==> src/rtl/spi_ctrl_pkg.sv <==
// -----------------------------------------------------------------------------
// spi_ctrl_pkg
// Shared constants and the controller state type for the SPI flash read
// controller.
//   FLASH_READ_CMD : standard serial-flash READ opcode
//   ADDR_BYTES     : address bytes sent after the opcode (24-bit address)
//   DUMMY_BYTE     : filler byte clocked out while data is shifted back in
//   ctrl_state_t   : read controller FSM states
// -----------------------------------------------------------------------------
package spi_ctrl_pkg;

  localparam logic [7:0] FLASH_READ_CMD = 8'h03;
  localparam int         ADDR_BYTES     = 3;
  localparam logic [7:0] DUMMY_BYTE     = 8'h00;

  typedef enum logic [1:0] {
    IDLE,
    ISSUE,
    WAIT_RDY,
    FINISH
  } ctrl_state_t;

endpackage

==> src/rtl/spi_flash_read_ctrl.sv <==
// -----------------------------------------------------------------------------
// spi_flash_read_ctrl
// Drives a byte-oriented SPI master (single CS) to perform serial-flash READ
// transactions: opcode 0x03, three address bytes, then one dummy byte per data
// byte wanted, all in one CS-low window. Bytes received during the header are
// discarded; each later byte is handed out on o_Data with a one-cycle
// o_Data_Valid, followed one cycle after the last byte by o_Done.
//
// Ports
//   i_Clk, i_Rst_L            clock (rising edge), async active-low reset
//   i_Req, i_Addr, i_Len      read request, 24-bit address, data byte count
//   o_Busy                    transaction in progress
//   o_Data, o_Data_Valid      received data byte and its qualifier
//   o_Done, o_Err             end-of-read pulse, illegal-length pulse
//   o_TX_Count                bytes per CS window, to the SPI master
//   o_TX_Byte, o_TX_DV        byte and valid pulse to the SPI master
//   i_TX_Ready                SPI master ready for another byte
//   i_RX_DV, i_RX_Byte        byte received by the SPI master
// -----------------------------------------------------------------------------
module spi_flash_read_ctrl
  import spi_ctrl_pkg::*;
#(
  parameter int MAX_READ_LEN = 4,
  parameter int CW           = $clog2(MAX_READ_LEN + 4 + 1)
) (
  input  logic          i_Clk,
  input  logic          i_Rst_L,
  input  logic          i_Req,
  input  logic [23:0]   i_Addr,
  input  logic [CW-1:0] i_Len,
  output logic          o_Busy,
  output logic [7:0]    o_Data,
  output logic          o_Data_Valid,
  output logic          o_Done,
  output logic          o_Err,
  output logic [CW-1:0] o_TX_Count,
  output logic [7:0]    o_TX_Byte,
  output logic          o_TX_DV,
  input  logic          i_TX_Ready,
  input  logic          i_RX_DV,
  input  logic [7:0]    i_RX_Byte
);

  // opcode plus address bytes; these are echoed back as junk on MISO
  localparam logic [CW-1:0] HDR_BYTES = CW'(ADDR_BYTES + 1);
  localparam logic [CW-1:0] MAX_LEN   = CW'(MAX_READ_LEN);

  ctrl_state_t   state, state_nxt;
  logic [23:0]   addr_r;
  logic [CW-1:0] tx_cnt;
  logic [CW-1:0] rx_cnt;
  logic          wait_first;
  logic [7:0]    tx_byte;
  logic          len_ok;
  logic          req_seen;
  logic          accept;
  logic          reject;
  logic          rx_active;
  logic          last_rx;

  // A request in the o_Done cycle is deliberately not seen, so a requester
  // that simply holds i_Req gets exactly one new transaction per done.
  assign len_ok    = (i_Len != '0) && (i_Len <= MAX_LEN);
  assign req_seen  = (state == IDLE) && i_Req && !o_Done;
  assign accept    = req_seen && len_ok;
  assign reject    = req_seen && !len_ok;
  assign rx_active = (state == ISSUE) || (state == WAIT_RDY);
  assign last_rx   = i_RX_DV && (rx_cnt == o_TX_Count - CW'(1));
  assign o_Busy    = (state != IDLE);

  always_comb begin
    tx_byte = DUMMY_BYTE;
    case (tx_cnt)
      CW'(0):  tx_byte = FLASH_READ_CMD;
      CW'(1):  tx_byte = addr_r[23:16];
      CW'(2):  tx_byte = addr_r[15:8];
      CW'(3):  tx_byte = addr_r[7:0];
      default: tx_byte = DUMMY_BYTE;
    endcase
  end

  always_ff @(posedge i_Clk or negedge i_Rst_L) begin
    if (!i_Rst_L) state <= IDLE;
    else          state <= state_nxt;
  end

  // The SPI master only drops its ready one cycle after taking a byte, so the
  // first WAIT_RDY cycle must not trust i_TX_Ready (wait_first).
  always_comb begin
    state_nxt = state;
    o_TX_DV   = 1'b0;
    o_TX_Byte = 8'h00;
    case (state)
      IDLE: begin
        if (accept) state_nxt = ISSUE;
      end
      ISSUE: begin
        o_TX_Byte = tx_byte;
        if (i_TX_Ready) begin
          o_TX_DV   = 1'b1;
          state_nxt = WAIT_RDY;
        end
      end
      WAIT_RDY: begin
        if (last_rx)
          state_nxt = FINISH;
        else if (!wait_first && i_TX_Ready && (tx_cnt != o_TX_Count))
          state_nxt = ISSUE;
      end
      FINISH: begin
        state_nxt = IDLE;
      end
      default: state_nxt = IDLE;
    endcase
  end

  // o_TX_Count doubles as the latched transaction length and stays put
  // until the next accepted request.
  always_ff @(posedge i_Clk or negedge i_Rst_L) begin
    if (!i_Rst_L) begin
      addr_r       <= '0;
      tx_cnt       <= '0;
      rx_cnt       <= '0;
      wait_first   <= 1'b0;
      o_TX_Count   <= '0;
      o_Data       <= '0;
      o_Data_Valid <= 1'b0;
      o_Done       <= 1'b0;
      o_Err        <= 1'b0;
    end else begin
      o_Data_Valid <= 1'b0;
      o_Done       <= 1'b0;
      o_Err        <= 1'b0;
      wait_first   <= o_TX_DV;

      if (accept) begin
        addr_r     <= i_Addr;
        o_TX_Count <= i_Len + HDR_BYTES;
        tx_cnt     <= '0;
        rx_cnt     <= '0;
      end

      if (reject) o_Err <= 1'b1;

      if (o_TX_DV) tx_cnt <= tx_cnt + CW'(1);

      if (rx_active && i_RX_DV) begin
        rx_cnt <= rx_cnt + CW'(1);
        if (rx_cnt >= HDR_BYTES) begin
          o_Data       <= i_RX_Byte;
          o_Data_Valid <= 1'b1;
        end
      end

      if (state == FINISH) begin
        o_Done <= 1'b1;
        tx_cnt <= '0;
        rx_cnt <= '0;
      end
    end
  end

endmodule

==> config.mk <==
export PLATFORM = sky130hd
export DESIGN_NAME = spi_flash_read_ctrl
export DESIGN_NICKNAME = d
export VERILOG_FILES = /design/src/rtl/spi_ctrl_pkg.sv /design/src/rtl/spi_flash_read_ctrl.sv
export SDC_FILE = /design/constraint.sdc
export NUM_CORES = 1
export LEC_CHECK = 0
export ABC_AREA = 1
export CAP_MARGIN = 20
export CORE_MARGIN = 8
export CORE_UTILIZATION = 33
export DETAILED_ROUTE_END_ITERATION = 10
export SYNTH_ARGS = -nofsm -noshare
export SYNTH_HDL_FRONTEND = slang
export SYNTH_SLANG_ARGS = --single-unit
==> constraint.sdc <==
create_clock -name i_Clk -period 2.45 [get_ports i_Clk]
set_clock_uncertainty 0.05 [all_clocks]
set_input_delay 0.49 -clock i_Clk [delete_from_list [all_inputs] [get_ports i_Clk]]
set_output_delay 0.49 -clock i_Clk [all_outputs]
set_load 0.02 [all_outputs]
==> results.sh, run 1 <==
export IMPL_worstPathMaxFanout=5
export IMPL_clockBufferDepth=2
export IMPL_die_y_um=105.6
export IMPL_ir_worst_vdd_uv=329.4
export IMPL_grt_usage_pct=11.46
export IMPL_final_hold_violation_count=0
export IMPL_clockRootBuffer="clkbuf_8"
export IMPL_ys_async_sr_fraction_pct=100.0
export IMPL_synthDistinctLibCells=26
export IMPL_clkTransAtPathRegs_ns=0.09
export IMPL_io_pins=66
export IMPL_cts_hold_buf=0
export IMPL_syn_to_final_growth_pct=38.72
export IMPL_syn_area_um2=2650
export IMPL_cts_sinks=50
export IMPL_io_buffers=65
export IMPL_hpwl_mm=4.832
export IMPL_fin_crit_sh_pct=95.01
export IMPL_r2r_start="state[1]"
export IMPL_worst_r2r_path_depth=7
export IMPL_netlist_instances=285
export IMPL_grt_pass1_wl_mm=10.36
export IMPL_hold_class="input pin to asynchronous set/reset pin"
export IMPL_critPathKind="register to primary output"
export IMPL_rows=32
export IMPL_dr_pass1_iters=4
export IMPL_synth_top_flop_cell="dfrtp_1"
export IMPL_start_util_pct=34.12
export IMPL_crit_path_start_kind="register"
export IMPL_cts_made_buffers=5
export IMPL_wl_per_cell_um=13.14
export IMPL_drt_vias_per_instance=4.418
export IMPL_grt_overflow=0
export IMPL_die_x_um=105.6
export IMPL_max_cap_violations=0
export IMPL_die_area_um2=11150
export IMPL_grt_max_degree=31
export IMPL_drive_gt1_share_pct=17.07
export IMPL_synth_seq_area_share_pct=47.21
export IMPL_worstSkewPairLatency_ns=0.30
export IMPL_rsz0062_at_grt="false"
export IMPL_total_power_mw=3.883
export IMPL_fin_setup_tns_ns=0
export IMPL_ys_ff_latch=50
export IMPL_fin_crit_ns=2.328
export IMPL_tritoncts="yes"
export IMPL_outcome="finished clean"
export IMPL_slew_headroom_pct=65.16
export IMPL_grt_pass1_vias=2184
export IMPL_leakagePower_nw=1.867
export IMPL_routed_wirelength_mm=6.191
export IMPL_ys_warn_count=0
export IMPL_cp_end_kind="primary output"
export IMPL_drv_slew=0
export IMPL_timing_fmax_mhz=429.6
export IMPL_p_per_area_nw_per_um2=1056
export IMPL_final_nets=422
export IMPL_htree_levels=2
export IMPL_drc_errors=0
export IMPL_syn_area_per_cell_um2=9.298
export IMPL_crit_path_start="state[1]"
export IMPL_crit_required_ns=1.91
export IMPL_antenna_found_initial=0
export IMPL_finalSetupViolCount=0
export IMPL_worst_slew_pin_slew_ns=0.5226
export IMPL_drt_iter0_drc=62
export IMPL_ant_nets=0
export IMPL_synth_edf_count=0
export IMPL_r2r_end="addr_r[5]"
export IMPL_vias=2081
export IMPL_num_antenna_cells=0
export IMPL_core_um2=7767
export IMPL_place_gp_congestion=0.7950
export IMPL_cp_arrival_ns=1.79
export IMPL_r2r_slack_ns=0.59
export IMPL_synth_fp_nets=339
flip-flops by register name (all words and copies together) (netlist names):
register      count
addr_r           24
o_Data_Valid      1
o_Err             1
state             2
o_Data            8
o_Done            1
wait_first        1
o_TX_Count        4
tx_cnt            4
rx_cnt            4
where the power goes:
part | leakage (nW) | switching [mW] | internal (mW)
combinational | 1.19 | 0.928 | 0.958
sequential | 0.623 | 0.252 | 1.17
clock | 0.0514 | 0.271 | 0.305
stage by stage:
step	cells	hold slack (ns)	area, µm²	setup slack (ns)	utilization (%)
6_report	471	0.1066	3676	0.1223	47.33
5_1_grt	471	0.1313	3676	0.004667	47.33
4_1_cts	470	0.1165	3659	0.001835	47.10
3_5_place_dp	462	0.4140	3545	0.02758	45.63
3_3_place_gp	462	0.4066	3545	0.05024	45.63
2_1_floorplan	285	0.1444	2650	0.4080	-
cell type report:
cell class              count  area [µm²]
repair buffers             80       804.5
fillers                   739        4091
inverters                  36       135.1
multi-input cells         195        1247
well taps                 102       127.6
flip-flops and latches     50        1251
clock inverters             2       37.54
clock buffers               6       72.57
worst max-delay path by stage:
stage,to,slack [ns],cells past startpoint
finish,o_Busy,0.12,4
global route,o_TX_Byte[5],0.005,10
CTS,o_TX_Byte[7],0.002,10
detailed placement,o_TX_Byte[5],0.03,9
global placement,o_TX_Byte[4],0.05,10
floorplan,o_TX_Byte[1],0.41,6
Yosys cell counts (2+ instances only):
master,instances,area [µm²]
nand2_1,95,356.6
dfrtp_1,50,1251
inv_1,36,135.1
mux2_4,20,300.3
nor2_1,17,63.81
nand3_1,14,70.07
ha_1,13,162.7
xor2_1,7,61.31
o21ai_0,6,30.03
a21oi_1,4,20.02
mux2_2,4,45.04
a41oi_1,2,17.52
buf_6,2,22.52
nor2_2,2,12.51
o22ai_1,2,12.51
logic make-up (layout without fill, tap and decap cells):
family,after synthesis,count (layout),synth area share (%)
AOI/OAI and AO/OA,18,18,4.297
xor gates and xnor gates,8,8,2.644
adders and majority gates,13,13,6.138
buffers and inverters,40,124,6.374
DFF,50,50,47.21
muxes,24,24,13.03
and+or+nand+nor,132,132,20.30
metal layers:
metal  GRT usage, %  vias to the layer above  wire [µm]
met5              0                        -          0
met4          4.221                        0         92
met3          3.776                        7        367
met2          17.90                       43       2876
met1          14.45                      967       2854
li1               -                     1064          -
layout by cell type (no fill, tap or decap), drive strengths merged:
master	synthesis	final
nand3	15	15
mux2	24	24
nor2	19	19
or2	1	1
dlygate4sd2	0	2
nand2	95	95
a21oi	5	5
a41oi	2	2
nor3	1	1
bufinv	0	1
xor2	7	7
dfrtp	50	50
xnor2	1	1
clkbuf	1	8
ha	13	13
clkinvlp	0	1
nand4	1	1
a21boi	1	1
o2bb2ai	1	1
buf	3	16
o21ai	7	7
clkdlybuf4s50	0	55
o22ai	2	2
clkdlybuf4s15	0	5
inv	36	36
worst max-delay path, stage by stage (launching register included):
cell and delay [ns]:
dfrtp_1 0.44, inv_1 0.12, ha_1 0.25, inv_1 0.08
clkdlybuf4s50_1 0.60
what timing repair did:
item / in CTS / in global routing
setup endpoints to repair: 9 / 8
endpoints found under the hold margin: 0 / 0
resized for setup: 20 / 10
buffers inserted: 0 / 1
Note: power is estimated with default switching activity, not from simulation.
==> run 2: changes to the inputs <==
--- a/config.mk
+++ b/config.mk
@@ -10,6 +10,7 @@
 export CORE_MARGIN = 8
 export CORE_UTILIZATION = 33
 export DETAILED_ROUTE_END_ITERATION = 10
+export GPL_TIMING_DRIVEN = 0
 export SYNTH_ARGS = -nofsm -noshare
 export SYNTH_HDL_FRONTEND = slang
 export SYNTH_SLANG_ARGS = --single-unit
==> run 2 against run 1 <==
Setup slack got worse by 0.019 ns. Routed wire length grew 0.42%. Sequential share of layout area increased by 0.60 points. Total power down 1.4%. Fmax shrank 0.79%. Register-to-register slack worse by 0.11 ns. Critical path depth unchanged. Global-route usage rose by 0.26 points. Sequential power is essentially flat. Clock power increased by 1%. Via count fell by 1.2%. First-iteration DRC count is 4.8% lower.
==> results.sh, run 2 (synthesis gave the netlist of run 1 again) <==
export IMPL_worstPathMaxFanout=5
export IMPL_seq_area_um2=1254
export IMPL_drv_slew=0
export IMPL_power_frac_comb_pct=47.3
export IMPL_slowest_stage="clkdlybuf4s50_1"
export IMPL_regMostFlops="addr_r"
export IMPL_io_buffers=65
export IMPL_slew_headroom_pct=72.30
export IMPL_p_switching_mw=1.451
export IMPL_fin_ws_ns=0.1037
export IMPL_wl_per_cell_um=13.23
export IMPL_clkTransAtPathRegs_ns=0.09
export IMPL_cts_sinks=50
export IMPL_fin_setup_tns_ns=0
export IMPL_r2r_slack_ns=0.48
export IMPL_ir_worst_vdd_uv=336.8
export IMPL_crit_path_start="state[1]"
export IMPL_p_per_area_nw_per_um2=1058
export IMPL_cpPeakStageDelay_ns=0.60
export IMPL_path_buf_inv=3
export IMPL_internal_power_mw=2.377
export IMPL_worstSkewPairLatency_ns=0.30
export IMPL_seq_power_share_pct=37.4
export IMPL_crit_family="buffers and inverters"
export IMPL_tritoncts="yes"
export IMPL_io_pins=66
export IMPL_crit_required_ns=1.91
export IMPL_clockRootBuffer="clkbuf_8"
export IMPL_drt_iter0_drc=59
export IMPL_reg_top3="addr_r (24), o_Data (8)"
export IMPL_worst_slew_pin_slew_ns=0.4155
export IMPL_rows=32
export IMPL_vias=2057
export IMPL_place_gp_congestion=0.7899
export IMPL_grt_pass1_wl_mm=10.61
export IMPL_drive_gt1_share_pct=18.75
export IMPL_fin_crit_sh_pct=95.77
export IMPL_outcome="finished clean"
export IMPL_crit_top_cell="inv_1"
export IMPL_die_x_um=105.6
export IMPL_final_util_pct=46.60
export IMPL_layout_commonest_cell="nand2_1"
export IMPL_die_area_um2=11150
export IMPL_antenna_found_initial=0
export IMPL_clockBufferDepth=2
export IMPL_hpwl_mm=4.743
export IMPL_cts_hold_buf=0
export IMPL_grt_pass1_vias=2232
export IMPL_hold_class="input pin to asynchronous set/reset pin"
export IMPL_critPathKind="register to primary output"
export IMPL_r2r_start="state[1]"
export IMPL_htree_levels=2
export IMPL_final_hold_violation_count=0
export IMPL_clockPowerShare_pct=15.3
export IMPL_routed_wirelength_mm=6.217
export IMPL_cp_arrival_ns=1.81
export IMPL_dr_pass1_iters=4
export IMPL_design_area_um2=3620
export IMPL_multi_input_area_um2=1260
export IMPL_drc_errors=0
export IMPL_ant_nets=0
export IMPL_timing_fmax_mhz=426.2
export IMPL_fin_crit_ns=2.346
export IMPL_placed_area_um2=3443
export IMPL_fillerInstances=773
export IMPL_grt_usage_pct=11.72
export IMPL_core_um2=7767
export IMPL_leakagePower_nw=1.851
export IMPL_cts_made_buffers=5
export IMPL_start_util_pct=34.12
export IMPL_worst_r2r_path_depth=7
export IMPL_drt_vias_per_instance=4.377
export IMPL_finalSetupViolCount=0
export IMPL_cp_end_kind="primary output"
export IMPL_layout_common_cells="nand2_1, clkdlybuf4s50_1, dfrtp_1, inv_1, mux2_4"
export IMPL_rsz0062_at_grt="false"
export IMPL_final_nets=421
export IMPL_largest_reg_flops=24
export IMPL_switching_share_pct=37.90
export IMPL_grt_max_degree=38
export IMPL_syn_to_final_growth_pct=36.59
export IMPL_path_cells="inv_1, ha_1, inv_1, clkdlybuf4s50_1"
export IMPL_die_y_um=105.6
export IMPL_cp_depth=4
export IMPL_crit_path_start_kind="register"
export IMPL_max_cap_violations=0
export IMPL_grt_overflow=0
export IMPL_worstSetupEndpoint="o_Busy"
export IMPL_num_antenna_cells=0
export IMPL_pre_cts_ws_ns=-0.2719
export IMPL_r2r_end="addr_r[18]"
-- run 2: cell types whose count changed in the layout (fill, tap and decap cells not counted), sizes merged --
cell / previous run / this run
clkinvlp: 1 / 2
clkdlybuf4s15: 5 / 0
dlygate4sd2: 2 / 1
buf: 16 / 19
clkbuf: 8 / 9
-- run 2: final cells by class --
| class | count | share of cell area [%] |
|---|---|---|
| Buffer | 3 | 0.8296 |
| Timing Repair Buffer | 76 | 19.32 |
| Clock buffer | 5 | 1.901 |
| Sequential cell | 50 | 34.64 |
| Inverter | 36 | 3.733 |
| Multi-Input combinational cell | 195 | 34.81 |
| Clock inverter | 3 | 1.244 |
| Tap cell | 102 | 3.526 |
-- run 2: worst min-delay path by stage --
stage	startpoint	endpoint	slack, ns
floorplan	i_Rst_L	addr_r[0]	0.14
global placement	o_Data[5]	o_Data[5]	0.41
detailed placement	i_Rst_L	addr_r[3]	0.36
CTS	i_Rst_L	o_Data[6]	0.02
global route	i_Rst_L	addr_r[19]	0.04
finish	i_Rst_L	o_Data[6]	0.03
-- run 2: timing repair --
action | in CTS | in global routing
hold endpoints to repair | 0 | 0
buffers inserted | 10 | 0
resized for setup | 28 | 14
endpoints found under the setup margin | 9 | 9
cloned | 0 | 0
pin swaps | 2 | 1
-- run 2: routing by layer --
layer	GRT usage, %	part of all wire [%]	up-vias	wire (µm)
li1	-	-	1059	-
met1	14.15	44	946	2766
met2	18.97	48	45	2983
met3	3.532	5.9	7	368
met4	5.025	1.6	0	100
met5	0	0	-	0
-- run 2: metrics by stage --
stage / instances / power (mW) / hold slack [ns]
2_1_floorplan: 285 / 2.568 / 0.1444
3_3_place_gp: 452 / 3.184 / 0.4075
3_5_place_dp: 453 / 3.221 / 0.3593
4_1_cts: 470 / 3.897 / 0.02495
5_1_grt: 470 / 4.134 / 0.04437
6_report: 470 / 3.828 / 0.02670
-- run 2: power by group through the flow --
stage	registers, mW	clock network, mW	logic (mW)
after floorplan	1.48	0	1.09
after global placement	1.44	0	1.74
after detailed placement	1.45	0	1.78
after CTS	1.43	0.611	1.85
after global routing	1.49	0.636	2.01
final	1.43	0.584	1.81
==> run 3: changes to the inputs <==
--- a/config.mk
+++ b/config.mk
@@ -8,9 +8,10 @@
 export ABC_AREA = 1
 export CAP_MARGIN = 20
 export CORE_MARGIN = 8
-export CORE_UTILIZATION = 33
+export CORE_UTILIZATION = 44
 export DETAILED_ROUTE_END_ITERATION = 10
 export GPL_TIMING_DRIVEN = 0
+export PLACE_DENSITY = 0.73
 export SYNTH_ARGS = -nofsm -noshare
 export SYNTH_HDL_FRONTEND = slang
 export SYNTH_SLANG_ARGS = --single-unit
==> run 3 against run 2 <==
The run now ends with DRC left. Sequential power barely moved. Global-route usage increased by 2.8 points. Combinational power about the same. Routed wire length shrank 0.95%. Fmax about the same. Total power grew 0.44%. Die area decreased by 21%. Non-clock buffer count decreased by 4. Flip-flop and latch count did not move. Largest power group unchanged. Highest routed layer unchanged.
==> results.sh, run 3 (synthesis gave the netlist of run 1 again) <==
export IMPL_r2r_slack_ns=0.53
export IMPL_grt_max_degree=27
export IMPL_layout_commonest_cell="nand2_1"
export IMPL_drive_gt1_share_pct=17.86
export IMPL_timing_fmax_mhz=426.6
export IMPL_violations="DRC"
export IMPL_num_antenna_cells=0
export IMPL_crit_top_cell="nand2_1"
export IMPL_fin_crit_sh_pct=95.67
export IMPL_reg_top3="addr_r (24), o_Data (8)"
export IMPL_clockRootBuffer="clkbuf_8"
export IMPL_cpPeakStageDelay_ns=0.46
export IMPL_grt_pass1_wl_mm=10.05
export IMPL_io_buffers=65
export IMPL_dr_pass1_iters=7
export IMPL_cts_hold_buf=0
export IMPL_drc_errors=2
export IMPL_clockBufferDepth=2
export IMPL_syn_to_final_growth_pct=34.99
export IMPL_htree_levels=2
export IMPL_die_y_um=93.61
export IMPL_outcome="finished with violations"
export IMPL_path_cells="inv_1, ha_1, nand2_1, inv_2, nand2_1, nand3_1, nand2_1, inv_1, dlygate4sd2_1"
export IMPL_total_power_mw=3.845
export IMPL_wl_per_cell_um=14.03
export IMPL_hpwl_mm=4.658
export IMPL_critPathKind="register to primary output"
export IMPL_rows=28
export IMPL_grt_pass1_vias=2136
export IMPL_path_buf_inv=4
export IMPL_place_gp_congestion=0.7861
export IMPL_fin_setup_tns_ns=0
export IMPL_crit_path_start_kind="register"
export IMPL_regMostFlops="addr_r"
export IMPL_leakagePower_nw=1.828
export IMPL_drt_vias_per_instance=4.672
export IMPL_slew_headroom_pct=60.73
export IMPL_fin_crit_ns=2.344
export IMPL_clkTransAtPathRegs_ns=0.10
export IMPL_crit_required_ns=1.91
export IMPL_die_x_um=93.61
export IMPL_max_cap_violations=0
export IMPL_start_util_pct=45.03
export IMPL_hold_class="input pin to asynchronous set/reset pin"
export IMPL_cts_made_buffers=5
export IMPL_largest_reg_flops=24
export IMPL_io_pins=66
export IMPL_core_um2=5886
export IMPL_worstPathMaxFanout=8
export IMPL_cp_arrival_ns=1.80
export IMPL_antenna_found_initial=0
export IMPL_worst_r2r_path_depth=7
export IMPL_final_hold_violation_count=0
export IMPL_worst_slew_pin_slew_ns=0.5891
export IMPL_worstSkewPairLatency_ns=0.30
export IMPL_routed_wirelength_mm=6.158
export IMPL_vias=2051
export IMPL_cts_sinks=50
export IMPL_slowest_stage="dfrtp_2"
export IMPL_ir_worst_vdd_uv=422.6
export IMPL_ant_nets=0
export IMPL_finalSetupViolCount=0
export IMPL_layout_common_cells="nand2_1, clkdlybuf4s50_1, dfrtp_1, inv_1, mux2_4"
export IMPL_r2r_start="state[1]"
export IMPL_crit_family="buffers and inverters"
export IMPL_drt_iter0_drc=124
export IMPL_p_per_area_nw_per_um2=1075
export IMPL_drv_slew=0
export IMPL_tritoncts="yes"
export IMPL_final_nets=417
export IMPL_die_area_um2=8762
export IMPL_multi_input_area_um2=1265
export IMPL_grt_overflow=0
export IMPL_r2r_end="addr_r[18]"
export IMPL_fillerInstances=511
export IMPL_seq_area_um2=1255
export IMPL_cp_end_kind="primary output"
export IMPL_grt_usage_pct=14.51
## run 3: cell types whose count changed in the layout (fill, tap and decap cells not counted), sizes merged
cell | previous run | this run
clkbuf | 9 | 7
clkinvlp | 2 | 1
dlygate4sd2 | 1 | 2
clkdlybuf4s15 | 0 | 2
buf | 19 | 15
## run 3: worst reg2reg max path, cell delays in order, from the launching register on
cell and delay [ns]:
dfrtp_1 0.43, inv_1 0.14, ha_1 0.24, nand2_1 0.08, nor2_2 0.15, nand3_4 0.18
buf_6 0.22, mux2_4 0.31
## run 3: timing repair
action | 4_1_cts | 5_1_grt
setup endpoints to repair | 9 | 8
pin swaps | 2 | 2
setup buffers | 4 | 2
gates resized for setup | 29 | 14
## run 3: layout make-up
class	instances	share of cell area, %
timing repair buffer	72	19.24
inverter	36	3.778
multi-input combinational	195	35.36
tap	75	2.623
clock inverter	2	1.049
clock buffer	6	2.029
buffer	3	0.8395
sequential	50	35.08
## run 3: stage by stage
| step | std cells | area, µm² | hold slack, ns | setup slack (ns) | util (%) |
|---|---|---|---|---|---|
| global route | 439 | 3577 | 0.1584 | -0.004597 | 60.78 |
| detailed placement | 426 | 3410 | 0.4131 | -0.2847 | 57.93 |
| finish | 439 | 3577 | 0.1339 | 0.1060 | 60.78 |
| global placement | 425 | 3395 | 0.4047 | -0.6185 | 57.67 |
| floorplan | 285 | 2650 | 0.1444 | 0.4080 | - |
| CTS | 437 | 3553 | 0.1525 | 0.01311 | 60.37 |
## run 3: report_power, final
| part | internal (mW) | switching, mW | leakage [nW] | total (mW) |
|---|---|---|---|---|
| logic | 0.901 | 0.931 | 1.16 | 1.83 |
| registers | 1.17 | 0.258 | 0.619 | 1.43 |
| clock network | 0.305 | 0.278 | 0.0514 | 0.583 |
## run 3: metal layers
metal	global-route usage (%)	share of wire, %	vias up
met3	3.606	3.8	6
met2	23.85	49	38
met1	17.74	45	951
li1	-	-	1056
met4	5.945	1.8	0
met5	0	0	-
## run 3: worst max-delay path by stage
stage | startpoint | cells past startpoint | endpoint
after CTS | tx_cnt[0] | 10 | o_TX_Byte[6]
after floorplan | tx_cnt[0] | 6 | o_TX_Byte[1]
after detailed placement | tx_cnt[0] | 7 | o_TX_Byte[1]
after global routing | tx_cnt[0] | 9 | o_TX_Byte[7]
final | tx_cnt[1] | 9 | o_TX_Byte[7]
after global placement | i_Rst_L | 1 | o_TX_Count[0]
